--- config.mk ---
export PLATFORM = sky130hd
export DESIGN_NAME = output_layer_mac
export DESIGN_NICKNAME = d
export VERILOG_FILES = /design/src/rtl/nn_pkg.sv /design/src/rtl/mac_lane.sv /design/src/rtl/output_layer_mac.sv
export SDC_FILE = /design/constraint.sdc
export NUM_CORES = 2
export LEC_CHECK = 0
export CORE_MARGIN = 4
export CORE_UTILIZATION = 59
export DETAILED_ROUTE_END_ITERATION = 10
export HOLD_SLACK_MARGIN = 0.1
export PLACE_DENSITY = 0.83
export SLEW_MARGIN = 20
export SYNTH_ARGS = -nofsm -noshare
export SYNTH_HDL_FRONTEND = slang
export SYNTH_SLANG_ARGS = --single-unit
--- constraint.sdc ---
create_clock -name clk -period 11.7 [get_ports clk]
set_input_delay 2.34 -clock clk [delete_from_list [all_inputs] [get_ports clk]]
set_output_delay 2.34 -clock clk [all_outputs]
set_load 0.01 [all_outputs]
--- src/rtl/nn_pkg.sv ---
// Shared sizing defaults, FSM state encoding and the saturating adder for the output-layer MAC.
// Optional build macro: SATURATE_EN (clamp every accumulator add instead of wrapping).
package nn_pkg;

    localparam int IN_WIDTH  = 8;
    localparam int W_WIDTH   = 8;
    localparam int ACC_WIDTH = 29;
    localparam int N_IN      = 32;
    localparam int N_OUT     = 10;

    typedef enum logic [1:0] {
        IDLE  = 2'd0,
        ACCUM = 2'd1,
        BIAS  = 2'd2,
        DONE  = 2'd3
    } state_t;

`ifdef SATURATE_EN
    // Operands arrive sign-extended from a width-bit accumulator, so the 64-bit sum is exact
    // and only needs clamping back into the signed width-bit range.
    function automatic logic signed [63:0] sat_add(input logic signed [63:0] a,
                                                   input logic signed [63:0] b,
                                                   input int width);
        logic signed [63:0] sum;
        logic signed [63:0] hi;
        logic signed [63:0] lo;
        sum = a + b;
        hi  = (64'sd1 <<< (width - 1)) - 64'sd1;
        lo  = -(64'sd1 <<< (width - 1));
        if (sum > hi) begin
            return hi;
        end else if (sum < lo) begin
            return lo;
        end
        return sum;
    endfunction
`endif

endpackage

--- src/rtl/mac_lane.sv ---
// One class accumulator: unsigned activation x signed weight MAC, bias add and clear.
// Optional build macro: SATURATE_EN (clamped adds); default build wraps modulo 2^ACC_WIDTH.
module mac_lane import nn_pkg::*; #(
    parameter int IN_WIDTH  = nn_pkg::IN_WIDTH,
    parameter int W_WIDTH   = nn_pkg::W_WIDTH,
    parameter int ACC_WIDTH = nn_pkg::ACC_WIDTH
) (
    input  logic                        clk,
    input  logic                        rst_n,
    input  logic                        clr,
    input  logic                        mac_en,
    input  logic                        bias_en,
    input  logic [IN_WIDTH-1:0]         in_data,
    input  logic signed [W_WIDTH-1:0]   weight,
    input  logic signed [ACC_WIDTH-1:0] bias,
    output logic signed [ACC_WIDTH-1:0] acc
);

    localparam int PW = IN_WIDTH + W_WIDTH + 1;

    logic signed [PW-1:0]        act_ext;
    logic signed [PW-1:0]        w_ext;
    logic signed [PW-1:0]        prod;
    logic signed [ACC_WIDTH-1:0] addend;
    logic signed [ACC_WIDTH-1:0] next_acc;

    // Activation is zero-extended so 8'hFF multiplies as +255, not -1.
    assign act_ext = $signed({{(PW - IN_WIDTH){1'b0}}, in_data});
    assign w_ext   = PW'(weight);
    assign prod    = act_ext * w_ext;

    always_comb begin
        addend = ACC_WIDTH'(prod);
        if (bias_en) begin
            addend = bias;
        end
    end

`ifdef SATURATE_EN
    assign next_acc = ACC_WIDTH'(sat_add(64'(acc), 64'(addend), ACC_WIDTH));
`else
    assign next_acc = acc + addend;
`endif

    always_ff @(posedge clk) begin
        if (!rst_n || clr) begin
            acc <= '0;
        end else if (bias_en || mac_en) begin
            acc <= next_acc;
        end
    end

endmodule

--- src/rtl/output_layer_mac.sv ---
// Logit layer: streams N_IN activations against a per-class weight ROM, adds bias, pulses valid.
// Optional build macro: SATURATE_EN (clamped accumulation inside each mac_lane).
module output_layer_mac import nn_pkg::*; #(
    parameter int IN_WIDTH  = nn_pkg::IN_WIDTH,
    parameter int W_WIDTH   = nn_pkg::W_WIDTH,
    parameter int ACC_WIDTH = nn_pkg::ACC_WIDTH,
    parameter int N_IN      = nn_pkg::N_IN,
    parameter int N_OUT     = nn_pkg::N_OUT,
    localparam int IDX_W    = $clog2(N_IN)
) (
    input  logic                         clk,
    input  logic                         rst_n,
    input  logic                         in_valid,
    output logic                         in_ready,
    input  logic [IN_WIDTH-1:0]          in_data,
    output logic [IDX_W-1:0]             w_addr,
    input  logic [N_OUT*W_WIDTH-1:0]     weight_bus,
    input  logic [N_OUT*ACC_WIDTH-1:0]   bias_bus,
    output logic [N_OUT*ACC_WIDTH-1:0]   layer_out,
    output logic                         valid,
    output state_t                       fsm_state
);

    // Handshake: a beat transfers on a posedge where in_valid && in_ready; in_ready depends only on state.
    state_t                       state;
    state_t                       state_next;
    logic [IDX_W-1:0]             idx;
    logic                         accept;
    logic                         last_beat;
    logic [N_OUT*ACC_WIDTH-1:0]   acc_flat;

    assign in_ready  = (state == IDLE) || (state == ACCUM);
    assign accept    = in_valid && in_ready;
    assign last_beat = (idx == IDX_W'(N_IN - 1));
    assign w_addr    = idx;
    assign fsm_state = state;

    always_comb begin
        state_next = state;
        case (state)
            IDLE:    if (accept) state_next = last_beat ? BIAS : ACCUM;
            ACCUM:   if (accept && last_beat) state_next = BIAS;
            BIAS:    state_next = DONE;
            DONE:    state_next = IDLE;
            default: state_next = IDLE;
        endcase
    end

    always_ff @(posedge clk) begin
        if (!rst_n) begin
            state     <= IDLE;
            idx       <= '0;
            valid     <= 1'b0;
            layer_out <= '0;
        end else begin
            state <= state_next;
            valid <= (state == DONE);
            if (state == DONE) begin
                layer_out <= acc_flat;
                idx       <= '0;
            end else if (accept) begin
                idx <= last_beat ? '0 : idx + 1'b1;
            end
        end
    end

    for (genvar j = 0; j < N_OUT; j++) begin : g_lane
        mac_lane #(
            .IN_WIDTH  (IN_WIDTH),
            .W_WIDTH   (W_WIDTH),
            .ACC_WIDTH (ACC_WIDTH)
        ) u_lane (
            .clk     (clk),
            .rst_n   (rst_n),
            .clr     (state == DONE),
            .mac_en  (accept),
            .bias_en (state == BIAS),
            .in_data (in_data),
            .weight  (weight_bus[j*W_WIDTH +: W_WIDTH]),
            .bias    (bias_bus[j*ACC_WIDTH +: ACC_WIDTH]),
            .acc     (acc_flat[j*ACC_WIDTH +: ACC_WIDTH])
        );
    end

endmodule

Yosys cells after proc, flatten, opt, wreduce, memory -nomap -nowiden. Index checks and enable logic that the tools add are counted.

Register bits: 588. Input port bits: 381.

Add/subtract/negate cells: 11. $mul: 10. Equality and inequality tests: 6. Muxes and demuxes: 15. Bitwise operators: 1. Reduce and logical (&&, ||, !) cells: 9.

Operator list (number): 29-bit adder (10); 29-bit 2-to-1 mux (10); 9-bit by 8-bit multiplier with 17-bit output (10); 2-bit one-hot mux with 4 select lines (1); 2-bit 2-to-1 mux (3); 5-bit by 1-bit adder with 5-bit output (second input constant) (1); 5-bit equality test (second input constant) (1); 5-bit 2-to-1 mux (1); 2-bit equality test (second input constant) (2); 1-bit logical OR (3); 2-bit by 1-bit equality test with 1-bit output (second input constant) (1); 1-bit logical AND (2); 2-bit zero test (1); 2-bit by 1-bit inequality test with 1-bit output (second input constant) (1); 2-bit inequality test (second input constant) (1); 2-bit AND reduction (1); 2-bit OR reduction (1); 1-bit zero test (1); 1-bit inverter (1).

Longest topological paths before layout.
Word-level depth: 6. Mapped depth: 34. Depth with buffers taken out: 31.

Modules after synthesis. A second synthesis with hierarchy kept.

Cell total of the unflattened synthesis: 7341. Area total of the unflattened synthesis: 61181.2 um^2.

By module, submodules not included: mac_lane (g_lane[5].u_lane ...) (times used 4, cells each 650, area each 5017.3 um^2, seq. area each 580.6 um^2); mac_lane (g_lane[0].u_lane ...) (times used 4, cells each 633, area each 4981.0 um^2, seq. area each 580.6 um^2); output_layer_mac (times used 1, cells each 987, area each 11357.1 um^2, seq. area each 5965.7 um^2); mac_lane (g_lane[4].u_lane) (times used 1, cells each 612, area each 4992.3 um^2, seq. area each 580.6 um^2); mac_lane (g_lane[9].u_lane) (times used 1, cells each 610, area each 4838.4 um^2, seq. area each 580.6 um^2).

Least setup slack after synthesis. No wires, ideal clock.

Kind: input to register. Start: in in_data[5]. End: reg g_lane[2].u_lane.acc[28]. Setup time: 70 ps. Arrival: 9046 ps. Data required time: 11630 ps. Setup slack: 2583 ps. Stages on the path: 30. Buffers on the path: 3. Cells stage by stage: clkbuf_1 > clkbuf_1 > nand2_1 > fa_1 > fa_1 > inv_1 > fa_1 > inv_1 > fa_1 > inv_1 > ha_1 > o21a_1 > a21oi_1 > o21ai_1 > a41o_1 > o41ai_2 > mux2_2 > clkbuf_1 > a21oi_1 > ha_1 > a21o_1 > a21o_1 > a21o_1 > a21o_1 > a221oi_1 > o21ai_0 > a21oi_1 > xor2_1 > or3_1 > a21oi_1.

Word-level cells in the longest chain between the ends: 3.

RTL lines: start: declaration (RTL line output_layer_mac.sv:15) `input logic [IN_WIDTH-1:0] in_data,`; 9-bit by 8-bit multiplier with 17-bit output (RTL line mac_lane.sv:30) `assign prod = act_ext * w_ext;`; 29-bit 2-to-1 mux (RTL line mac_lane.sv:34) `if (bias_en) begin`; 29-bit adder (RTL line mac_lane.sv:42) `assign next_acc = acc + addend;`; end signal: assignment (RTL line mac_lane.sv:49) `acc <= next_acc;`; end: declaration (RTL line mac_lane.sv:16) `output logic signed [ACC_WIDTH-1:0] acc`.

No other way between the ends. A chain may end at the register's enable or synchronous reset.

Worst setup path in the final report.
Start: in in_data[4]. End: reg g_lane[0].u_lane.acc[28].

Word-level cells in the longest chain between the ends: 3.

RTL lines (RTL line): 9-bit by 8-bit multiplier with 17-bit output (mac_lane.sv:30); 29-bit 2-to-1 mux (mac_lane.sv:34); 29-bit adder (mac_lane.sv:42); end signal: assignment (mac_lane.sv:49); end: declaration (mac_lane.sv:16).

No other way between the ends.

==> flow_metrics.env <==
export IMPL_ys_seq_area_share_pct=20.0
export IMPL_combinationalPowerShare_pct=70.1
export IMPL_arrival_ns=10.29
export IMPL_rsz0062_at_grt="no"
export IMPL_synth_compound_area_share_pct=15.6
export IMPL_layout_cells_non_filler=8923
export IMPL_synth_fp_nets=8534
export IMPL_hold_buffers=0
export IMPL_finalClockSkew_ns=0.0280
export IMPL_antenna_found_initial=58
export IMPL_grt_pass1_vias=52100
export IMPL_dieArea_sq_um=105000
export IMPL_p_leak_nw=31.3
export IMPL_drtPass1Iterations=6
export IMPL_drtIter0Drc=3658
export IMPL_htreeDepth=3
export IMPL_start_util_pct=59.7
export IMPL_timing_final_crit_share_pct=83.0
export IMPL_syn_mean_instance_area_sq_um=8.36
export IMPL_fp_dieH_microns=324
export IMPL_synthTopCellsByArea="dfxtp_1, ha_1, fa_1"
export IMPL_setup_viol=0
export IMPL_cts_resized=0
export IMPL_post_cts_setup_buffers=0
export IMPL_synth_top_family_by_area="adder cells"
export IMPL_maxCapViolations=0
export IMPL_grtUsageTotal_pct=33.1
export IMPL_synth_simple_area_share_pct=17.9
export IMPL_placed_cells=8753
export IMPL_grt_pass1_wl_mm=278
export IMPL_internal_power_mw=8.46
export IMPL_ys_async_sr_fraction_pct=0
export IMPL_final_layout_size_suffix_gt1_share_pct=3.58
export IMPL_clkSinkCount=588
export IMPL_synthAdderAreaFrac_pct=28.3
export IMPL_wl_mm=177
export IMPL_post_route_min_period_ns=9.71
export IMPL_rows=115
export IMPL_switching_share_pct=49.3
export IMPL_yosysTopAreaCellShare_pct=20.0
export IMPL_fin_tns_setup_ns=0
export IMPL_drc=0
export IMPL_p_sw_mw=8.22
export IMPL_dp_hpwl_mm=136
export IMPL_place_congestion=0.959
export IMPL_path_clk_slew_ns=0.06
export IMPL_netlist_area_sq_um=58900
export IMPL_slowest_delay_ns=0.94
export IMPL_powerDensity_nw_per_um2=242
export IMPL_numCtsBuffers=69
export IMPL_seq_power_share_pct=16.4
export IMPL_path_class="input pin to flop"
export IMPL_slowest_stage="nor3b_2"
export IMPL_grt_max_degree=170
export IMPL_ys_warn_count=0
export IMPL_viasPerCell=5.79
export IMPL_slew_viol_final=0
export IMPL_die_w_microns=324
export IMPL_synth_xor_area_share_pct=5.15
export IMPL_synthMuxAreaShare_pct=6.14
export IMPL_required_ns=12.28
export IMPL_clock_path_buffers=3
export IMPL_hold_class="flop to flop"
export IMPL_tightest_slew_ns=1.19
export IMPL_cts_tree="yes"
export IMPL_peakVddDrop_v=0.000177
export IMPL_syn2layout_area_growth_pct=17.2
export IMPL_vias=51700
export IMPL_core_area_sq_um=98700
export IMPL_cts_root_buffer="clkbuf_16"
export IMPL_io_buffers=679
export IMPL_clkPwrFrac_pct=13.5
export IMPL_yosys_most_used_dff="dfxtp_1"
export IMPL_critPathLaunchType="input pin"
export IMPL_grt_overflow=0
export IMPL_hold_viol=0
export IMPL_routedWlPerCell_microns=19.9
export IMPL_worst_path_max_fanout=55
export IMPL_synth_edff_count=0
export IMPL_cp_end_kind="flop"
export IMPL_synth_distinct_cells=89
export IMPL_insertion_delay_ns=0.66
export IMPL_synthCells=7047
export IMPL_synth_area_leader_cell="dfxtp_1"
export IMPL_relSlewSlack_pct=20.3
export IMPL_max_freq_mhz=103
export IMPL_ys_seq_elements=588
export IMPL_finalNetCount=9024
export IMPL_ios=680
export IMPL_ant_nets=0
export IMPL_status="completed"
==> worst paths after layout <==
kind | from | endpoint | slack, ns | depth (start not counted)
max | in_data[4] | g_lane[0].u_lane.acc[28] | 1.99 | 29
min | g_lane[3].u_lane.acc[21] | g_lane[3].u_lane.acc[21] | 0.47 | 2
max reg2reg | fsm_state[1] | g_lane[2].u_lane.acc[27] | 5.90 | 15
min reg2reg | g_lane[3].u_lane.acc[21] | g_lane[3].u_lane.acc[21] | 0.47 | 2
==> synth_stat cells (14+ instances only) <==
cell type / instances
fa_1: 380
nand4_1: 25
or3_1: 33
and3_1: 28
o21ai_1: 29
nand3_1: 81
nor2_1: 267
xor2_1: 159
inv_1: 787
nor2b_1: 323
nor3_1: 67
a31oi_1: 26
dfxtp_1: 588
nand2_1: 725
ha_1: 726
buf_1: 36
o21ai_0: 283
a21o_1: 202
xnor2_1: 187
o21a_1: 39
o31a_1: 14
a21oi_1: 591
nand2b_1: 72
o21bai_1: 65
and2_1: 420
mux2_2: 44
mux2i_1: 310
a211oi_1: 52
clkbuf_1: 261
==> cells by family after synthesis <==
| kind of cell | count (synthesis) |
|---|---|
| mux | 355 |
| compound gates | 1471 |
| flops | 588 |
| simple gates | 2095 |
| xor+xnor | 346 |
| fa+ha+maj | 1106 |
| buf+inv | 1086 |
==> worst max-delay path, delay by kind of cell <==
| kind | cells | cell delay, ns |
|---|---|---|
| AOI/OAI and AO/OA | 13 | 2.35 |
| buffers and inverters | 5 | 1.34 |
| xor gates and xnor gates | 1 | 0.11 |
| adders and majority gates | 6 | 2.61 |
| and+or+nand+nor | 4 | 1.50 |
==> through the flow <==
step | total power, mW | util (%) | setup slack (ns) | hold WS, ns | instance area (sq um)
3_3_place_gp | 13.9 | 67.4 | 1.53 | 0.459 | 66600
3_5_place_dp | 14.2 | 67.4 | 1.43 | 0.463 | 66600
5_1_grt | 18.1 | 69.9 | 1.39 | 0.493 | 69000
4_1_cts | 16.5 | 69.8 | 2.07 | 0.473 | 68900
2_1_floorplan | 11.4 | - | 2.58 | 0.442 | 58900
6_report | 16.7 | 69.9 | 1.99 | 0.470 | 69000
==> layout make-up <==
cell class / instances / area (sq um)
sequential: 588 / 11800
clock inverter: 26 / 323
antenna: 48 / 120
tap: 1287 / 1610
multi-input combinational: 5373 / 43100
inverter: 787 / 2950
fill: 7811 / 29700
timing repair buffer: 718 / 7120
clock buffer: 96 / 2000
==> power by group through the flow <==
stage	Sequential [mW]	Combinational [mW]	Clock, mW
detailed placement	2.76	11.4	0
global placement	2.75	11.1	0
CTS	2.72	11.5	2.28
finish	2.73	11.7	2.25
global route	2.77	13.0	2.35
floorplan	2.66	8.78	0
==> metal layers <==
layer,track usage (%),vias up,wire (microns)
met2,54.1,1815,82200
met4,20.0,28,11300
met5,0,-,182
li1,-,24600,-
met3,6.49,482,13200
met1,40.7,24800,70600
==> cells in the final DEF, fill, tap and decap left out, drive strengths merged, types with 15 or more instances in the layout <==
cell type | Yosys | layout
inv | 787 | 793
nand2b | 72 | 72
a21oi | 592 | 592
or3 | 33 | 33
o31ai | 16 | 16
xor2 | 159 | 159
dfxtp | 588 | 588
o41ai | 16 | 16
o21a | 39 | 39
o21ai | 314 | 314
clkdlybuf4s50 | 0 | 670
nor2b | 323 | 323
nand4 | 25 | 25
and3 | 28 | 28
mux2 | 45 | 45
nand3 | 81 | 81
fa | 380 | 380
nor3 | 68 | 68
xnor2 | 187 | 187
a211oi | 55 | 55
buf | 38 | 48
and2 | 420 | 420
nor2 | 267 | 267
nand2 | 725 | 725
mux2i | 310 | 310
o31a | 15 | 15
o21bai | 67 | 67
a31oi | 33 | 33
diode | 0 | 48
a21o | 202 | 202
clkbuf | 261 | 96
ha | 726 | 726
==> state kept, by name, indices dropped and copies added, names as in the netlist <==
| signal | flops |
|---|---|
| g_lane.u_lane.acc | 290 |
| layer_out | 290 |
| fsm_state | 2 |
| valid | 1 |
| w_addr | 5 |
No activity file was read; power rests on OpenSTA's default activity.
